**src/rtl/mux_n_to_1_pipe.sv**
```systemverilog
// Registered N-input selector with a one-deep valid/ready output stage,
// an out-of-range default with error flag, and a round-robin scan mode.
module mux_n_to_1_pipe #(
   parameter int unsigned    W           = 32,
   parameter int unsigned    N_IN        = 4,
   parameter int unsigned    SEL_W       = 2,
   parameter logic [W-1:0]   DEFAULT_VAL = W'(32'h003FFFFC)
) (
   input  logic                clk,
   input  logic                rst,
   input  logic [SEL_W-1:0]    select_in,
   input  logic                rr_mode_in,
   input  logic [N_IN*W-1:0]   data_in,
   input  logic                valid_in,
   output logic                ready_out,
   output logic [W-1:0]        data_out,
   output logic [SEL_W-1:0]    sel_out,
   output logic                err_out,
   output logic                valid_out,
   input  logic                ready_in
);

   logic [W-1:0]     data_q, data_d;
   logic [SEL_W-1:0] sel_q, sel_d;
   logic             err_q, err_d;
   logic             valid_q, valid_d;
   logic [SEL_W-1:0] rr_ptr_q, rr_ptr_d;

   logic [SEL_W-1:0] idx;
   logic [W-1:0]     sel_data;
   logic             accept;

   assign ready_out = !valid_q || ready_in;
   assign accept    = valid_in && ready_out;
   assign idx       = rr_mode_in ? rr_ptr_q : select_in;

   // Out-of-range indices match no input and fall through to the default.
   always_comb begin
      sel_data = DEFAULT_VAL;
      for (int unsigned k = 0; k < N_IN; k++) begin
         if (32'(idx) == k) sel_data = data_in[k*W +: W];
      end
   end

   always_comb begin
      data_d   = data_q;
      sel_d    = sel_q;
      err_d    = err_q;
      valid_d  = valid_q;
      rr_ptr_d = rr_ptr_q;
      if (accept) begin
         data_d  = sel_data;
         sel_d   = idx;
         err_d   = !(32'(idx) < N_IN);
         valid_d = 1'b1;
         if (rr_mode_in) begin
            rr_ptr_d = (rr_ptr_q == SEL_W'(N_IN - 1)) ? '0 : rr_ptr_q + SEL_W'(1);
         end
      end else if (ready_out) begin
         valid_d = 1'b0;
      end
   end

   always_ff @(posedge clk) begin
      if (rst) begin
         data_q   <= DEFAULT_VAL;
         sel_q    <= '0;
         err_q    <= 1'b0;
         valid_q  <= 1'b0;
         rr_ptr_q <= '0;
      end else begin
         data_q   <= data_d;
         sel_q    <= sel_d;
         err_q    <= err_d;
         valid_q  <= valid_d;
         rr_ptr_q <= rr_ptr_d;
      end
   end

   assign data_out  = data_q;
   assign sel_out   = sel_q;
   assign err_out   = err_q;
   assign valid_out = valid_q;

endmodule
```
**config.mk**
```make
export PLATFORM = sky130hd
export DESIGN_NAME = mux_n_to_1_pipe
export DESIGN_NICKNAME = d
export VERILOG_FILES = /design/src/rtl/mux_n_to_1_pipe.sv
export SDC_FILE = /design/constraint.sdc
export NUM_CORES = 1
export LEC_CHECK = 0
export BUFFER_PORTS_ARGS = -buffer_cell sky130_fd_sc_hd__buf_4
export CAP_MARGIN = 5
export CORE_ASPECT_RATIO = 1.4
export CORE_MARGIN = 3
export CORE_UTILIZATION = 43
export CTS_CLUSTER_SIZE = 40
export DETAILED_ROUTE_END_ITERATION = 10
export PLACE_DENSITY = 0.95
export SYNTH_ARGS = -nofsm -noshare
export SYNTH_HDL_FRONTEND = slang
export SYNTH_SLANG_ARGS = --single-unit
```
**constraint.sdc**
```tcl
create_clock -name clk -period 2.7 [get_ports clk]
set_input_delay 0.405 -clock clk [delete_from_list [all_inputs] [get_ports clk]]
set_output_delay 0.405 -clock clk [all_outputs]
set_load 0.1 [all_outputs]
```
==> run metrics, run 1 <==
status=finished, final reports clean; Reg2Reg Capture Point=data_out[24]$_SDFFE_PP0P_; DR vias/cell=around 5.6; clock-pin transition on the worst setup and hold timing paths=approximately 0.09 ns; Synth cell types=26; Clk Latency, worst-skew pair=0.29 ns; area fraction of the dominant cell type after synthesis=between 30% and 40%; Buf/Inv on CP=2; critical-path cell list=nand2b_1 > buf_4 > buf_4; Post-synth EDFFs=0; post-synth top area cell=dfxtp_1; n_diodes=0; crit-path leading delay family=buffers and inverters; worst r2r src=rr_ptr_q[1]$_SDFFE_PP0P_; ys async rst share=0%; first-pass GRT wire length=around 12000 um; largest net degree at the start of global routing=44; layout cells sized above 1=51.9%; Slew headroom=66.2%; IO Pins=approximately 170; crit-path max FO=13; Initial Util=~45%; Syn Nets=~350; final setup TNS=0 ns; Max Buffers Root-to-Sink=2; CP endpoint=ready_out; synthesized area=around 2200 um^2; gr ovfl total=0; Critical Path Sink Type=primary output; Iter 0 DRT Violations=between 100 and 150; flop2flop setup slack=1.01 ns; crit path time final=roughly 1.8 ns; CTS resizes=0; final hold violations=0; CTS Root Cell=clkbuf_8; Static Leak=0.00182 uW; RSZ-0062 raised after global routing=false; core area=4880 um^2; Rows=30; DIE HEIGHT=approximately 90 um; Routed Antenna Nets=0; crit path launch=valid_out$_SDFFE_PP0P_; register area share after synthesis=about 34%; Final #Nets=about 510; number of cells produced by synthesis=roughly 220; number of synthesized register bits=37; final wirelength=slightly below 8000 um; Crit path largest cell delay=0.33 ns; Post-CTS Setup Bufs=0; fin crit share=67.1%; final setup vio count=0; final RePlAce weighted congestion=roughly 0.76; CTS tree=yes; via count=2461; fill cell count=378; Port-buffer cells=170; largest vdd supply drop=between 300 and 400 uV; most used cell, CP=buf_4; H-tree depth=2; Cell Count, Final, Fillers Out=approximately 440; drt pass-1 iters=4; Worst EP required=between 2 and 2.5 ns; critical path class=flop to primary output; Crit. path cell count=3; DR WL/cell=17.6 um; Main synth FF type=dfxtp_1; Final HPWL DP=6170 um; Least-Margin Pin Slew=around 0.51 ns; max_cap viols=0; WP data arrival=about 1.4 ns; # hold bufs at CTS=0; Pwr Density=approximately 510 nW/um^2; initial antenna violation count=0; Area Growth Syn to Fin=63.4%; Die ar.=roughly 6000 um^2; reg2reg path depth=4; most frequent cell after synthesis=mux2i_1; Final Max Tran Viols=0; CP max-delay cell=dfxtp_1; Remaining DRCs=0; TritonCTS Buffers=5; WHS=around 0.45 ns; top post-synthesis cells by area=dfxtp_1 (34%), mux2i_1 (21%), mux4_2 (8.2%); Yosys Warn Count=0; placed cells=430; top cells by count, synth=mux2i_1 (45), dfxtp_1 (37), a211o_1 (20), o22ai_1 (20), nand2_1 (16); Layout Skew=0.0108 ns; vias in the first global route=~2600; Peak Freq=552 MHz; Startpoint Class=flop; Die Width=about 66 um; CTS Sinks=37; worst min path class=input port to flop; Mapped Avg Cell Area=just over 10 um^2; GRT Overall Usage=between 20 and 30%
-- layer usage --
metal	wire length [um]	GRT usage, %	up-vias
li1	-	-	1145
met1	2520	24.9	1167
met2	4340	48.0	131
met3	664	7.22	18
met4	184	8.98	0
met5	0	0	-
-- worst min path at each step --
stage                                 to                 startpoint  slack [ns]  cells after the start
2_1_floorplan   rr_ptr_q[0]$_SDFFE_PP0P_   rr_ptr_q[0]$_SDFFE_PP0P_        0.47                      2
3_3_place_gp   data_out[30]$_SDFFE_PP0P_  data_out[30]$_SDFFE_PP0P_        0.44                      2
3_5_place_dp   data_out[24]$_SDFFE_PP0P_  data_out[24]$_SDFFE_PP0P_        0.45                      2
4_1_cts           valid_out$_SDFFE_PP0P_                   valid_in        0.43                      3
5_1_grt           valid_out$_SDFFE_PP0P_                   valid_in        0.44                      3
6_report          valid_out$_SDFFE_PP0P_                   valid_in        0.45                      3
-- where the power goes --
| part | internal, uW | switching [uW] | leakage (uW) |
|---|---|---|---|
| logic | 310 | 516 | 0.00147 |
| clock network | 183 | 212 | 0.0000481 |
| registers | 592 | 27.2 | 0.000307 |
| total | 1080 | 755 | 0.00182 |
-- worst register-to-register path, stage by stage, from the launching register on --
cell     delay (ns)
dfxtp_1        0.42
mux2_4         0.35
mux4_1         0.60
nand3_1        0.12
a21oi_1        0.07
-- per-stage QoR --
| step | setup WS, ns | util (%) | power (uW) | instance area, um^2 |
|---|---|---|---|---|
| finish | 0.887 | 73.4 | 1840 | 3580 |
| global route | 0.811 | 73.4 | 1920 | 3580 |
| CTS | 0.898 | 73.4 | 1850 | 3580 |
| detailed placement | 0.804 | 71.5 | 1460 | 3490 |
| global placement | 0.820 | 71.5 | 1440 | 3490 |
| floorplan | 0.562 | - | 1190 | 2190 |
-- cells in the final DEF, fill, tap and decap left out, types with 2 or more instances in the layout --
cell type	Yosys	layout
o22ai_1	20	20
clkbuf_8	0	5
nand2_1	16	16
a21oi_1	15	15
buf_12	0	2
mux2i_1	45	44
mux4_1	3	3
dfxtp_1	37	37
a211o_1	20	20
mux4_2	8	8
a311oi_1	2	2
clkinv_4	0	2
nand3_1	14	14
buf_4	6	173
-- state kept, by name (all words and copies together) (netlist names) --
register / count
sel_out: 2
rr_ptr_q: 2
data_out: 32
valid_out: 1
-- kinds of logic after synthesis --
family                   count (synthesis)  synth area share (%)
buffers and inverters                   25                  6.22
AO/OA/AOI/OAI                           58                  18.4
other                                    1                 0.171
adder cells (fa/ha/maj)                  1                 0.571
flip-flops                              37                  33.8
multiplexers                            57                  33.1
AND/OR/NAND/NOR                         36                  7.77
-- area by class of cell --
class	count	area, um^2	share of cell area, %
clock buffer	5	68.8	1.92
sequential	37	741	20.7
tap	64	80.1	2.24
multi-input combinational	153	1330	37.0
clock inverter	3	22.5	0.629
inverter	1	3.75	0.105
timing repair buffer	175	1340	37.4
(Power assumes the default switching activity.)
==> inputs of run 2 (changes only) <==
--- a/config.mk
+++ b/config.mk
@@ -5,14 +5,15 @@
 export SDC_FILE = /design/constraint.sdc
 export NUM_CORES = 1
 export LEC_CHECK = 0
+export ABC_AREA = 1
 export BUFFER_PORTS_ARGS = -buffer_cell sky130_fd_sc_hd__buf_4
 export CAP_MARGIN = 5
 export CORE_ASPECT_RATIO = 1.4
 export CORE_MARGIN = 3
-export CORE_UTILIZATION = 43
+export CORE_UTILIZATION = 37
 export CTS_CLUSTER_SIZE = 40
 export DETAILED_ROUTE_END_ITERATION = 10
-export PLACE_DENSITY = 0.95
+export PLACE_DENSITY = 0.89
 export SYNTH_ARGS = -nofsm -noshare
 export SYNTH_HDL_FRONTEND = slang
 export SYNTH_SLANG_ARGS = --single-unit
==> constraint.sdc (replaced) <==
create_clock -name clk -period 1.6 [get_ports clk]
set_input_delay 0.24 -clock clk [delete_from_list [all_inputs] [get_ports clk]]
set_output_delay 0.24 -clock clk [all_outputs]
set_load 0.1 [all_outputs]
==> run metrics, run 2 <==
Startpoint Class=flop; Cell Count, Final, Fillers Out=613; CTS Root Cell=clkbuf_8; Yosys Warn Count=0; final setup vio count=0; crit-path leading delay family=simple AND/OR/NAND/NOR gates; sw frac=about two fifths; sequential share of power=between 20% and 30%; commonest non-fill, non-tap cell in the layout=buf_4; Crit path largest cell delay=around 0.4 ns; synthesized area=2390 um^2; DIE HEIGHT=roughly 100 um; number of synthesized register bits=37; critical path class=flop to flop; WP data arrival=roughly 1.6 ns; worst min path class=input port to flop; final hold violations=0; Die ar.=around 7500 um^2; area fraction of the dominant cell type after synthesis=between 30 and 40%; most used cell, CP=nand2_1; Comb power frac=a little over two fifths; core area=6250 um^2; DR WL/cell=13.6 um; CTS resizes=0; fin worst setup slack=roughly 0.14 ns; Worst EP required=1.79 ns; Layout Skew=approximately 0.0072 ns; via count=approximately 3000; fin crit share=about nine tenths; max reg flops=32; GRT Overall Usage=between 20% and 30%; Main synth FF type=dfxtp_1; Peak Freq=slightly below 700 MHz; Rows=34; Final Max Tran Viols=0; first-pass GRT wire length=13000 um; final setup TNS=0 ns; Iter 0 DRT Violations=90; vias in the first global route=2930; crit-path max FO=26; top post-synthesis cells by area=dfxtp_1 (31%), nand2_1 (17%), nand3_1 (8.2%); reg2reg path depth=6; CP max-delay cell=dfxtp_1; max_cap viols=0; Buf/Inv on CP=0; n_diodes=0; top cells by count, synth=nand2_1 (105), nand3_1 (39), dfxtp_1 (37), inv_1 (35), o21ai_0 (34); clock share of power=a little over a quarter; Crit. path cell count=6; IO Pins=roughly 170; Switch Pwr=between 1000 and 1500 uW; final wirelength=between 8000 and 9000 um; register area share after synthesis=a little under a third; Mapped Avg Cell Area=6.41 um^2; Pwr Density=about 900 nW/um^2; H-tree depth=2; Critical Path Sink Type=flop; Port-buffer cells=between 150 and 200; status=finished, final reports clean; final RePlAce weighted congestion=0.806; Remaining DRCs=0; Final #Nets=676; Post-Place Worst Slack=about 0.011 ns; placed cells=604; ys async rst share=0%; crit path time final=around 1.5 ns; CTS Sinks=37; drt pass-1 iters=4; DR vias/cell=around 4.9; most frequent cell after synthesis=nand2_1; Synth cell types=28; RSZ-0062 raised after global routing=false; Clk Latency, worst-skew pair=about 0.28 ns; post-synth top area cell=dfxtp_1; number of cells produced by synthesis=between 300 and 400; Post-CTS Setup Bufs=0; layout cells sized above 1=between 40% and 50%; Max Buffers Root-to-Sink=2; Pint=2130 uW; Area Growth Syn to Fin=63.2%; most frequent cells in the layout=buf_4 (178), nand2_1 (102), nand3_1 (39); Syn Nets=between 500 and 600; Routed Antenna Nets=0; largest net degree at the start of global routing=28; TritonCTS Buffers=5; gr ovfl total=0; Initial Util=38.2%; Static Leak=between 0.0015 and 0.002 uW; Post-synth EDFFs=0; CTS tree=yes; largest vdd supply drop=just over 500 uV; initial antenna violation count=0; Die Width=~74 um; critical-path cell list=nand2_1 > o21ai_2 > nand2_8 > or2_2 > nand3_1 > nand2_1; Worst Hold Path Cells=3; clock-pin transition on the worst setup and hold timing paths=approximately 0.080 ns; Final HPWL DP=between 6000 and 7000 um; # hold bufs at CTS=0
[run 2: changes by cell type in the layout (fill, tap and decap cells not counted), sizes merged, moves of 20 or more]
cell,delta
a211o,-20
nand3,+26
o22ai,-20
o21ai,+51
mux2i,-45
inv,+33
or2,+20
nand2,+92
[run 2: path summary, 6_finish.rpt]
kind,from,endpoint,slack (ns)
min reg2reg,data_out[27]$_SDFFE_PP0P_,data_out[27]$_SDFFE_PP0P_,0.48
min,data_in[117],data_out[21]$_SDFFE_PP1P_,0.25
max,rr_ptr_q[0]$_SDFFE_PP0P_,data_out[17]$_SDFFE_PP1P_,0.14
max reg2reg,rr_ptr_q[0]$_SDFFE_PP0P_,data_out[17]$_SDFFE_PP1P_,0.14
[run 2: logic make-up (layout without fill, tap and decap cells)]
group                    Yosys count  after routing  share of synthesized area, %
flip-flops                        37             37                          31.0
AO/OA/AOI/OAI                     87             87                          20.1
buffers and inverters             56            225                          11.9
adder cells (fa/ha/maj)            1              1                         0.524
AND/OR/NAND/NOR                  190            190                          36.3
other                              1              1                         0.157
[run 2: cell type report]
| class | count | area (um^2) |
|---|---|---|
| fill | 602 | 2360 |
| multi-input combinational | 279 | 1400 |
| timing repair buffer | 180 | 1380 |
| sequential | 37 | 744 |
| inverter | 36 | 143 |
| tap | 72 | 90.1 |
| clock buffer | 5 | 68.8 |
| clock inverter | 3 | 65.1 |
| timing repair inverter | 1 | 7.51 |
[run 2: per-layer routing]
| layer | global-route usage (%) | share of wire, % |
|---|---|---|
| met5 | 0 | 0 |
| met4 | 8.37 | 2.3 |
| met3 | 6.29 | 9.5 |
| met2 | 41.7 | 53 |
| met1 | 22.7 | 35 |
[run 2: power groups by stage]
stage | Sequential [uW] | Clock [uW] | Combinational [uW]
floorplan | 1630 | 0 | 446
global placement | 1070 | 0 | 1480
detailed placement | 1070 | 0 | 1500
CTS | 1050 | 988 | 1500
global route | 1060 | 1020 | 1610
finish | 1050 | 961 | 1500
[run 2: metrics by stage]
step	hold WS, ns	power, uW	cell area [um^2]	util [%]
after floorplan	0.446	2080	2410	-
after global routing	0.256	3690	3890	62.3
after global placement	0.456	2550	3730	59.6
after detailed placement	0.460	2570	3730	59.6
final	0.253	3520	3890	62.3
after CTS	0.243	3540	3860	61.7
[run 2: worst min-delay path, stage by stage]
cell	delay, ns
buf_4	0.08
o21ai_0	0.07
o21ai_1	0.12
